[src/rtl/cache_pkg.sv]
// Shared types and defaults for the cache line mover and its line buffer.
package cache_pkg;

  localparam int unsigned MEM_DEPTH  = 32;
  localparam int unsigned DATA_WIDTH = 32;
  localparam int unsigned LINE_WORDS = 4;
  localparam int unsigned AW         = $clog2(MEM_DEPTH);
  localparam int unsigned OW         = $clog2(LINE_WORDS);
  localparam int unsigned LAW        = AW - OW;

  typedef logic [LAW-1:0] line_addr_t;

  typedef enum logic [1:0] {IDLE, WB, RD, DONE} mover_state_e;

  // Word address of word off within line number line, for a line of 2**ow words.
  function automatic logic [31:0] line_addr(input logic [31:0] line, input logic [31:0] off,
                                            input int unsigned ow);
    return (line << ow) | off;
  endfunction

endpackage

[src/rtl/cache_line_buf.sv]
// One cache line of registers: whole-line load, single-word write, flat readout.
module cache_line_buf
  import cache_pkg::*;
#(
  parameter int unsigned line_words = LINE_WORDS,
  parameter int unsigned data_width = DATA_WIDTH,
  localparam int unsigned IW = $clog2(line_words)
) (
  input  logic                             clk,
  input  logic                             rst_n,
  input  logic                             ld,
  input  logic [line_words*data_width-1:0] ld_data,
  input  logic                             we,
  input  logic [IW-1:0]                    widx,
  input  logic [data_width-1:0]            wdata,
  output logic [line_words*data_width-1:0] q
);

  always_ff @(posedge clk or negedge rst_n) begin
    if (!rst_n) begin
      q <= '0;
    end else if (ld) begin
      q <= ld_data;
    end else if (we) begin
      q[widx*data_width +: data_width] <= wdata;
    end
  end

endmodule

[src/rtl/cache_line_mover.sv]
// Moves whole cache lines over the word-wide memory port: optional writeback, then fill.
// Define CACHE_LINE_MOVER_CWF_EN for critical-word-first fills.
module cache_line_mover
  import cache_pkg::*;
#(
  parameter int unsigned mem_depth  = MEM_DEPTH,
  parameter int unsigned data_width = DATA_WIDTH,
  parameter int unsigned line_words = LINE_WORDS,
  localparam int unsigned ADDR_W  = $clog2(mem_depth),
  localparam int unsigned OFF_W   = $clog2(line_words),
  localparam int unsigned LINE_AW = ADDR_W - OFF_W,
  localparam int unsigned DW      = data_width
) (
  input  logic                     clk,
  input  logic                     rst_n,
  input  logic                     req_valid,
  output logic                     req_ready,
  input  logic                     req_wb,
  input  logic [LINE_AW-1:0]       req_wb_line,
  input  logic [line_words*DW-1:0] req_wb_data,
  input  logic [LINE_AW-1:0]       req_fill_line,
  input  logic [OFF_W-1:0]         req_word_off,
  output logic [line_words*DW-1:0] fill_data,
  output logic                     done,
  output logic                     crit_valid,
  output logic [DW-1:0]            crit_data,
  output logic [ADDR_W-1:0]        mem_raddr,
  output logic                     mem_ren,
  input  logic                     mem_rready,
  input  logic [DW-1:0]            mem_rdata,
  input  logic                     mem_rdata_valid,
  output logic [ADDR_W-1:0]        mem_waddr,
  output logic                     mem_wen,
  input  logic                     mem_wready,
  output logic [DW-1:0]            mem_wdata
);

  mover_state_e           state;
  logic [OFF_W:0]         icnt, rcnt;
  logic [OFF_W-1:0]       wcnt, wnext, rnext, slot, off, off_in;
  logic [LINE_AW-1:0]     wb_line, fill_line;
  logic [line_words*DW-1:0] wb_flat;
  logic                   accept, fill_we;

  assign accept = (state == IDLE) && req_valid;

  always_comb begin
    wnext   = wcnt + 1'b1;
    rnext   = OFF_W'(icnt + 1'b1) + off;
    slot    = OFF_W'(rcnt) + off;
    fill_we = (state == RD) && mem_rdata_valid;
  end

`ifdef CACHE_LINE_MOVER_CWF_EN
  assign off_in = req_word_off;

  // First returned word is the critical one; report it the following cycle.
  always_ff @(posedge clk or negedge rst_n) begin
    if (!rst_n) begin
      off        <= '0;
      crit_valid <= 1'b0;
      crit_data  <= '0;
    end else begin
      crit_valid <= 1'b0;
      if (accept) off <= req_word_off;
      if (fill_we && rcnt == '0) begin
        crit_valid <= 1'b1;
        crit_data  <= mem_rdata;
      end
    end
  end
`else
  logic unused_off;
  assign unused_off = ^req_word_off;
  assign off_in     = '0;
  assign off        = '0;
  assign crit_valid = 1'b0;
  assign crit_data  = '0;
`endif

  cache_line_buf #(.line_words(line_words), .data_width(DW)) u_wb_buf (
    .clk     (clk),
    .rst_n   (rst_n),
    .ld      (accept),
    .ld_data (req_wb_data),
    .we      (1'b0),
    .widx    ('0),
    .wdata   ('0),
    .q       (wb_flat)
  );

  cache_line_buf #(.line_words(line_words), .data_width(DW)) u_fill_buf (
    .clk     (clk),
    .rst_n   (rst_n),
    .ld      (1'b0),
    .ld_data ('0),
    .we      (fill_we),
    .widx    (slot),
    .wdata   (mem_rdata),
    .q       (fill_data)
  );

  // Issue and return counters advance independently in RD; reads start only after the last write.
  always_ff @(posedge clk or negedge rst_n) begin
    if (!rst_n) begin
      state     <= IDLE;
      req_ready <= 1'b1;
      done      <= 1'b0;
      mem_ren   <= 1'b0;
      mem_raddr <= '0;
      mem_wen   <= 1'b0;
      mem_waddr <= '0;
      mem_wdata <= '0;
      icnt      <= '0;
      rcnt      <= '0;
      wcnt      <= '0;
      wb_line   <= '0;
      fill_line <= '0;
    end else begin
      done <= 1'b0;
      case (state)
        IDLE: begin
          if (req_valid) begin
            req_ready <= 1'b0;
            wb_line   <= req_wb_line;
            fill_line <= req_fill_line;
            icnt      <= '0;
            rcnt      <= '0;
            wcnt      <= '0;
            if (req_wb) begin
              state     <= WB;
              mem_wen   <= 1'b1;
              mem_waddr <= ADDR_W'(line_addr(32'(req_wb_line), 32'd0, OFF_W));
              mem_wdata <= req_wb_data[DW-1:0];
            end else begin
              state     <= RD;
              mem_ren   <= 1'b1;
              mem_raddr <= ADDR_W'(line_addr(32'(req_fill_line), 32'(off_in), OFF_W));
            end
          end
        end
        WB: begin
          if (mem_wready) begin
            wcnt <= wnext;
            if (wcnt == OFF_W'(line_words - 1)) begin
              state     <= RD;
              mem_wen   <= 1'b0;
              mem_ren   <= 1'b1;
              mem_raddr <= ADDR_W'(line_addr(32'(fill_line), 32'(off), OFF_W));
            end else begin
              mem_waddr <= ADDR_W'(line_addr(32'(wb_line), 32'(wnext), OFF_W));
              mem_wdata <= wb_flat[wnext*DW +: DW];
            end
          end
        end
        RD: begin
          if (mem_ren && mem_rready) begin
            icnt <= icnt + 1'b1;
            if (icnt == (OFF_W+1)'(line_words - 1)) begin
              mem_ren <= 1'b0;
            end else begin
              mem_raddr <= ADDR_W'(line_addr(32'(fill_line), 32'(rnext), OFF_W));
            end
          end
          if (mem_rdata_valid) begin
            rcnt <= rcnt + 1'b1;
            if (rcnt == (OFF_W+1)'(line_words - 1)) begin
              state <= DONE;
              done  <= 1'b1;
            end
          end
        end
        DONE: begin
          state     <= IDLE;
          req_ready <= 1'b1;
        end
        default: state <= IDLE;
      endcase
    end
  end

endmodule

[config.mk]
export PLATFORM = sky130hd
export DESIGN_NAME = cache_line_mover
export DESIGN_NICKNAME = d
export VERILOG_FILES = /design/src/rtl/cache_pkg.sv /design/src/rtl/cache_line_buf.sv /design/src/rtl/cache_line_mover.sv
export SDC_FILE = /design/constraint.sdc
export NUM_CORES = 1
export LEC_CHECK = 0
export ABC_CLOCK_PERIOD_IN_PS = 5120
export BUFFER_PORTS_ARGS = -buffer_cell sky130_fd_sc_hd__buf_2
export CORE_MARGIN = 2
export CORE_UTILIZATION = 40
export CTS_CLUSTER_DIAMETER = 150
export DETAILED_ROUTE_END_ITERATION = 16
export PLACE_DENSITY_LB_ADDON = 0.3
export RECOVER_POWER = 25
export SLEW_MARGIN = 20
export SYNTH_ARGS = -nofsm -noshare
export SYNTH_HDL_FRONTEND = slang
export SYNTH_SLANG_ARGS = --single-unit
[constraint.sdc]
create_clock -name clk -period 5.12 [get_ports clk]
set_clock_uncertainty 0.1 [all_clocks]
set_input_delay 1.024 -clock clk [delete_from_list [all_inputs] [get_ports clk]]
set_output_delay 1.024 -clock clk [all_outputs]
set_load 0.02 [all_outputs]
# After elaboration in Yosys (flattened, before gate mapping)
# Index checks and enable logic that the tools add are counted.
[op_classes]
bitwise_logic = 2
n_reduce_logical = 18
muxes = 50
n_eq_ne = 17
n_shift = 3
addsub = 4
[ops]
columns = ["cell", "n"]
rows = [
  ["128-bit bitwise mux", 1],
  ["32-bit 2-to-1 mux", 4],
  ["32-bit by 34-bit variable shift with 128-bit output (first input constant)", 1],
  ["128-bit by 8-bit variable part select with 32-bit output", 1],
  ["32-bit by 34-bit variable part select with 128-bit output", 1],
  ["32-bit case mux with 2 select lines", 1],
  ["5-bit 2-to-1 mux", 10],
  ["7-bit negation with 34-bit output", 1],
  ["2-bit 2-to-1 mux", 8],
  ["2-bit inequality test (second input constant)", 8],
  ["5-bit case mux with 3 select lines", 1],
  ["5-bit AND reduction", 3],
  ["1-bit 2-to-1 mux", 14],
  ["7-bit AND reduction", 2],
  ["3-bit case mux with 2 select lines", 2],
  ["5-bit by 2-bit bitwise OR with 5-bit output", 2],
  ["5-bit case mux with 2 select lines", 1],
  ["3-bit 2-to-1 mux", 3],
  ["3-bit AND reduction", 3],
  ["2-bit case mux with 4 select lines", 1],
  ["3-bit by 1-bit adder with 3-bit output (second input constant)", 2],
  ["2-bit == test (second input constant)", 3],
  ["3-bit by 2-bit == test with 1-bit output (second input constant)", 2],
  ["2-bit by 1-bit inequality test with 1-bit output (second input constant)", 3],
  ["other kinds (10)", 16],
]
[word_totals]
out_inout_bits = 207
elab_cells = 109
reg_bits = 318
input_bits = 175

# Logic depth before layout (Yosys ltp)
[logic_depth]
depth_word = 5
mapped_depth = 8
depth_no_buf = 6

# Cells and area by module
# From an unflattened synthesis, not the netlist that was laid out.
[hier_totals]
cells_unflattened = 1341
hier_area_um2 = 15529.9
[modules_own_cells]
columns = ["module", "area_each_um2", "n_inst", "cells_per_inst", "seq_area_each_um2"]
rows = [
  ["cache_line_buf (u_wb_buf)", 5726.7, 1, 444, 3203.1],
  ["cache_line_buf (u_fill_buf)", 5620.4, 1, 443, 3203.1],
  ["cache_line_mover", 4182.8, 1, 454, 1552.7],
]

# Worst setup path after synthesis
# OpenSTA, ideal clock, no wires.
[synth_timing]
path_type = "input port to flip-flop"
start = "input port req_wb"
end = "register mem_raddr[0]"
setup_time_ps = 125
path_stages = 4
n_path_buf = 0
required_time_ps = 4895
arrival_time_ps = 1976
slack_ps = 2919
path_cell_list = "nand2b_1 > a2111oi_2 > nand2_2 > mux2_2"
[synth_via]
elab_chain_len = 2
[synth_rtl]
columns = ["element", "line_no", "text"]
rows = [
  ["start, declared", "cache_line_mover.sv:18", "input logic req_wb,"],
  ["2-bit inequality test (no line)", "--", ""],
  ["7-bit AND reduction (no line)", "--", ""],
  ["end signal, assigned", "cache_line_mover.sv:138", "mem_raddr <= ADDR_W'(line_addr(32'(req_fill_line), 32'(off_in), OFF_W));"],
  ["end signal, assigned", "cache_line_mover.sv:149", "mem_raddr <= ADDR_W'(line_addr(32'(fill_line), 32'(off), OFF_W));"],
  ["end signal, assigned", "cache_line_mover.sv:162", "mem_raddr <= ADDR_W'(line_addr(32'(fill_line), 32'(rnext), OFF_W));"],
  ["end, declared", "cache_line_mover.sv:27", "output logic [ADDR_W-1:0] mem_raddr,"],
]
# Every way passes these cells.
# A chain may end at the register's enable or synchronous reset.

# Worst setup path after layout
[layout_timing]
start = "register state[1]"
end = "register mem_wdata[14]"
[layout_via]
elab_chain_len = 3
word_cells_on_any_way = 9
classes_between = "eq/ne (5); mux (1); reduce/logical (3)"
[layout_rtl]
columns = ["element", "line_no", "text"]
rows = [
  ["start, declared", "cache_line_mover.sv:38", "mover_state_e state;"],
  ["start signal, assigned", "cache_line_mover.sv:106", "state <= IDLE;"],
  ["start signal, assigned", "cache_line_mover.sv:131", "state <= WB;"],
  ["start signal, assigned", "cache_line_mover.sv:136", "state <= RD;"],
  ["2-bit by 1-bit == test with 1-bit output or 2-bit zero test (tied branches)", "cache_line_mover.sv:121", "case (state)"],
  ["2-bit inequality test (no line) or 2-bit nonzero test (tied branches)", "--", ""],
  ["5-bit AND reduction (no line)", "--", ""],
  ["end signal, assigned", "cache_line_mover.sv:134", "mem_wdata <= req_wb_data[DW-1:0];"],
  ["end signal, assigned", "cache_line_mover.sv:152", "mem_wdata <= wb_flat[wnext*DW +: DW];"],
  ["end, declared", "cache_line_mover.sv:35", "output logic [DW-1:0] mem_wdata"],
]
# Several ways; a longest one is shown, not always the timed one.

==> results.sh <==
export IMPL_critPathArrivalTime_ns=3.66
export IMPL_gp_congestion=0.782
export IMPL_synth_distinct_cells=39
export IMPL_critPathCaptureType="register"
export IMPL_synthArstFlopShare_pct=100
export IMPL_yosysSeqAreaShare_pct=59.5
export IMPL_path_clk_slew_ns=0.05
export IMPL_netlist_instances=961
export IMPL_cts_max_path_buffers=3
export IMPL_leakage_nw=8.08
export IMPL_post_route_min_period_ns=3.34
export IMPL_status="finished, violations left"
export IMPL_syn2layout_area_growth_pct=23.6
export IMPL_hold_ws_ns=0.397
export IMPL_post_cts_buffers=0
export IMPL_fmax_ghz=0.299
export IMPL_drive_above_1_share_pct=48.2
export IMPL_cts_hold_buf=0
export IMPL_yosys_top_cells_area="dfrtp_1 (59%), mux2_2 (17%), a22o_1 (8.6%)"
export IMPL_period_share_pct=65.2
export IMPL_core_um2=32700
export IMPL_path_class="register to register"
export IMPL_ys_seq_elements=318
export IMPL_synth_top_cell_by_area="dfrtp_1"
export IMPL_drv_cap=1
export IMPL_synth_common_cells="dfrtp_1 (317), mux2_2 (207), a22o_1 (131), nor2_1 (43), buf_2 (39)"
export IMPL_hold_viol=0
export IMPL_avgSynthCellArea_um2=13.9
export IMPL_numCtsBuffers=36
export IMPL_slew_headroom_pct=-94.7
export IMPL_drv_slew=115
export IMPL_synthFlopType="dfrtp_1"
export IMPL_failed_checks="capacitance limit, slew limit"
export IMPL_path_cells="inv_1 -> ha_1 -> inv_2 -> nor2_2 -> buf_4 -> a222oi_1 -> a21oi_1"
export IMPL_ios=382
export IMPL_synth_top_area_share_pct=59.3
export IMPL_start_util_pct=40.9
export IMPL_netlist_area_um2=13400
export IMPL_grtUsageTotal_pct=19.4
export IMPL_critPathMaxStageDelay_ns=0.92
export IMPL_dieArea_um2=34900
export IMPL_firstDrtPassIters=6
export IMPL_cts_resized=0
export IMPL_grt_max_degree=117
export IMPL_worst_pin_slew_ns=2.92
export IMPL_num_rows=66
export IMPL_root_buffer="clkbuf_16"
export IMPL_min_delay_path_class="register to register"
export IMPL_peakVddDrop_mv=0.448
export IMPL_nNetsFinal=1484
export IMPL_critPathMaxFanout=34
export IMPL_portBuffers=346
export IMPL_utilization_pct=50.6
export IMPL_grt_pass1_vias=9676
export IMPL_antenna_found_initial=15
export IMPL_tns_ns=0
export IMPL_routed_wl_mm=34.0
export IMPL_hpwlAfterDp_mm=22.6
export IMPL_via_per_inst=5.26
export IMPL_cts_tree="built"
export IMPL_start_kind="register"
export IMPL_synth_edff_count=0
export IMPL_cts_sinks=318
export IMPL_powerDensity_nw_per_um2=631
export IMPL_finalPower_mw=10.4
export IMPL_avgRoutedWirePerCell_um=19.3
export IMPL_grt_overflow=0
export IMPL_drtIter0Drc=591
export IMPL_htreeDepth=2
export IMPL_grt_pass1_wl_mm=54.7
export IMPL_rsz0062_at_grt="false"
export IMPL_synth_most_common_cell="dfrtp_1"
export IMPL_drc=0
export IMPL_vias=9272
export IMPL_yosysWarnings=0
export IMPL_critical_path_slowest_cell="nor2_2"
export IMPL_die_h_um=187
export IMPL_clock_latency_ns=0.51
export IMPL_ant_nets=0
export IMPL_finalSetupViolCount=0
export IMPL_worst_ep_required_time_ns=5.44
export IMPL_reg2reg_setup_slack_ns=1.78
export IMPL_die_w_um=187
export IMPL_fin_cells=1762
export IMPL_placedCellCount=1698
[layout make-up]
type                       count  area, µm²
antenna                        8       20.0
tap                          442        553
fill                        2902      16200
multi-input combinational    564       4970
timing repair buffer         362       1890
clock buffer                  48        997
sequential                   318       7960
inverter                      12       45.0
clock inverter                 8        100
[cells by family after synthesis]
logic type               after synthesis  share of synthesized area, %
other                                  1                        0.0280
AND/OR/NAND/NOR                       79                          3.02
flip-flops                           318                          59.5
multiplexers                         215                          18.0
AO/OA/AOI/OAI                        222                          13.6
buffers and inverters                111                          4.49
adder cells (fa/ha/maj)               15                          1.40
[metrics by stage]
step	setup slack [ns]	area [µm²]
2_1_floorplan	2.92	13500
3_3_place_gp	1.82	15400
3_5_place_dp	1.76	15400
4_1_cts	1.74	16500
5_1_grt	1.22	16500
6_report	1.78	16500
[placed cells by master (no fill, tap or decap), types with 2 or more instances in the layout]
cell | netlist | routed
a21boi_0 | 2 | 2
a21oi_1 | 38 | 38
a222oi_1 | 32 | 32
a22o_1 | 131 | 131
a31oi_1 | 2 | 2
and2_1 | 2 | 2
buf_12 | 0 | 3
buf_2 | 39 | 345
buf_4 | 34 | 13
bufinv_16 | 0 | 2
clkbuf_1 | 24 | 8
clkbuf_16 | 0 | 37
clkbuf_8 | 0 | 3
clkinv_2 | 0 | 3
conb_1 | 1 | 33
dfrtp_1 | 317 | 316
diode_2 | 0 | 8
ha_1 | 15 | 15
inv_1 | 10 | 10
inv_2 | 2 | 2
inv_6 | 0 | 2
mux2_2 | 207 | 207
mux2i_1 | 8 | 8
nand2_1 | 8 | 7
nand2b_1 | 5 | 5
nand3_1 | 5 | 5
nand3b_1 | 2 | 2
nor2_1 | 43 | 41
nor2b_1 | 5 | 5
nor4_4 | 1 | 2
o21ai_0 | 10 | 10
o2bb2ai_1 | 3 | 3
[report_power, final]
part           internal, mW  leakage [nW]  switching (mW)  total [mW]
Sequential             3.55          4.00           0.516        4.06
Clock                  1.46         0.536           0.977        2.44
Combinational          1.83          3.55            2.11        3.94
Total                  6.83          8.08            3.61        10.4
[worst max-delay path: cells and delay by family (launching register included)]
family                   cells  cell delay, ns
buffers and inverters        3            0.95
AND/OR/NAND/NOR              1            0.92
adder cells (fa/ha/maj)      1            0.54
flip-flops                   1            0.42
AO/OA/AOI/OAI                2            0.32
[final timing paths]
check	startpoint	to	cells after the start
min reg2reg	u_wb_buf.q[3]	u_wb_buf.q[3]	1
max reg2reg	state[1]	mem_wdata[14]	7
min	u_wb_buf.q[3]	u_wb_buf.q[3]	1
max	state[1]	mem_wdata[14]	7
max in group asynchronous	rst_n	u_wb_buf.q[107]	1
min in group asynchronous	rst_n	u_wb_buf.q[111]	1
[routing by layer]
metal  vias up  share of wire [%]  track usage [%]
li1       4216                  -                -
met3        74                8.9             6.19
met5         -               0.32                0
met2       377                 46             31.2
met1      4589                 42             25.0
met4        16                2.6             6.07
[state kept, by name, indices dropped and copies added (netlist names)]
name and count:
mem_waddr 5, mem_ren 1, done 1, wb_line 3, mem_wdata 32, mem_raddr 5, wcnt 2, state 2
mem_wen 1, u_fill_buf.q 128, u_wb_buf.q 128, req_ready 1, fill_line 3, rcnt 3, icnt 3
(Power assumes the default switching activity.)
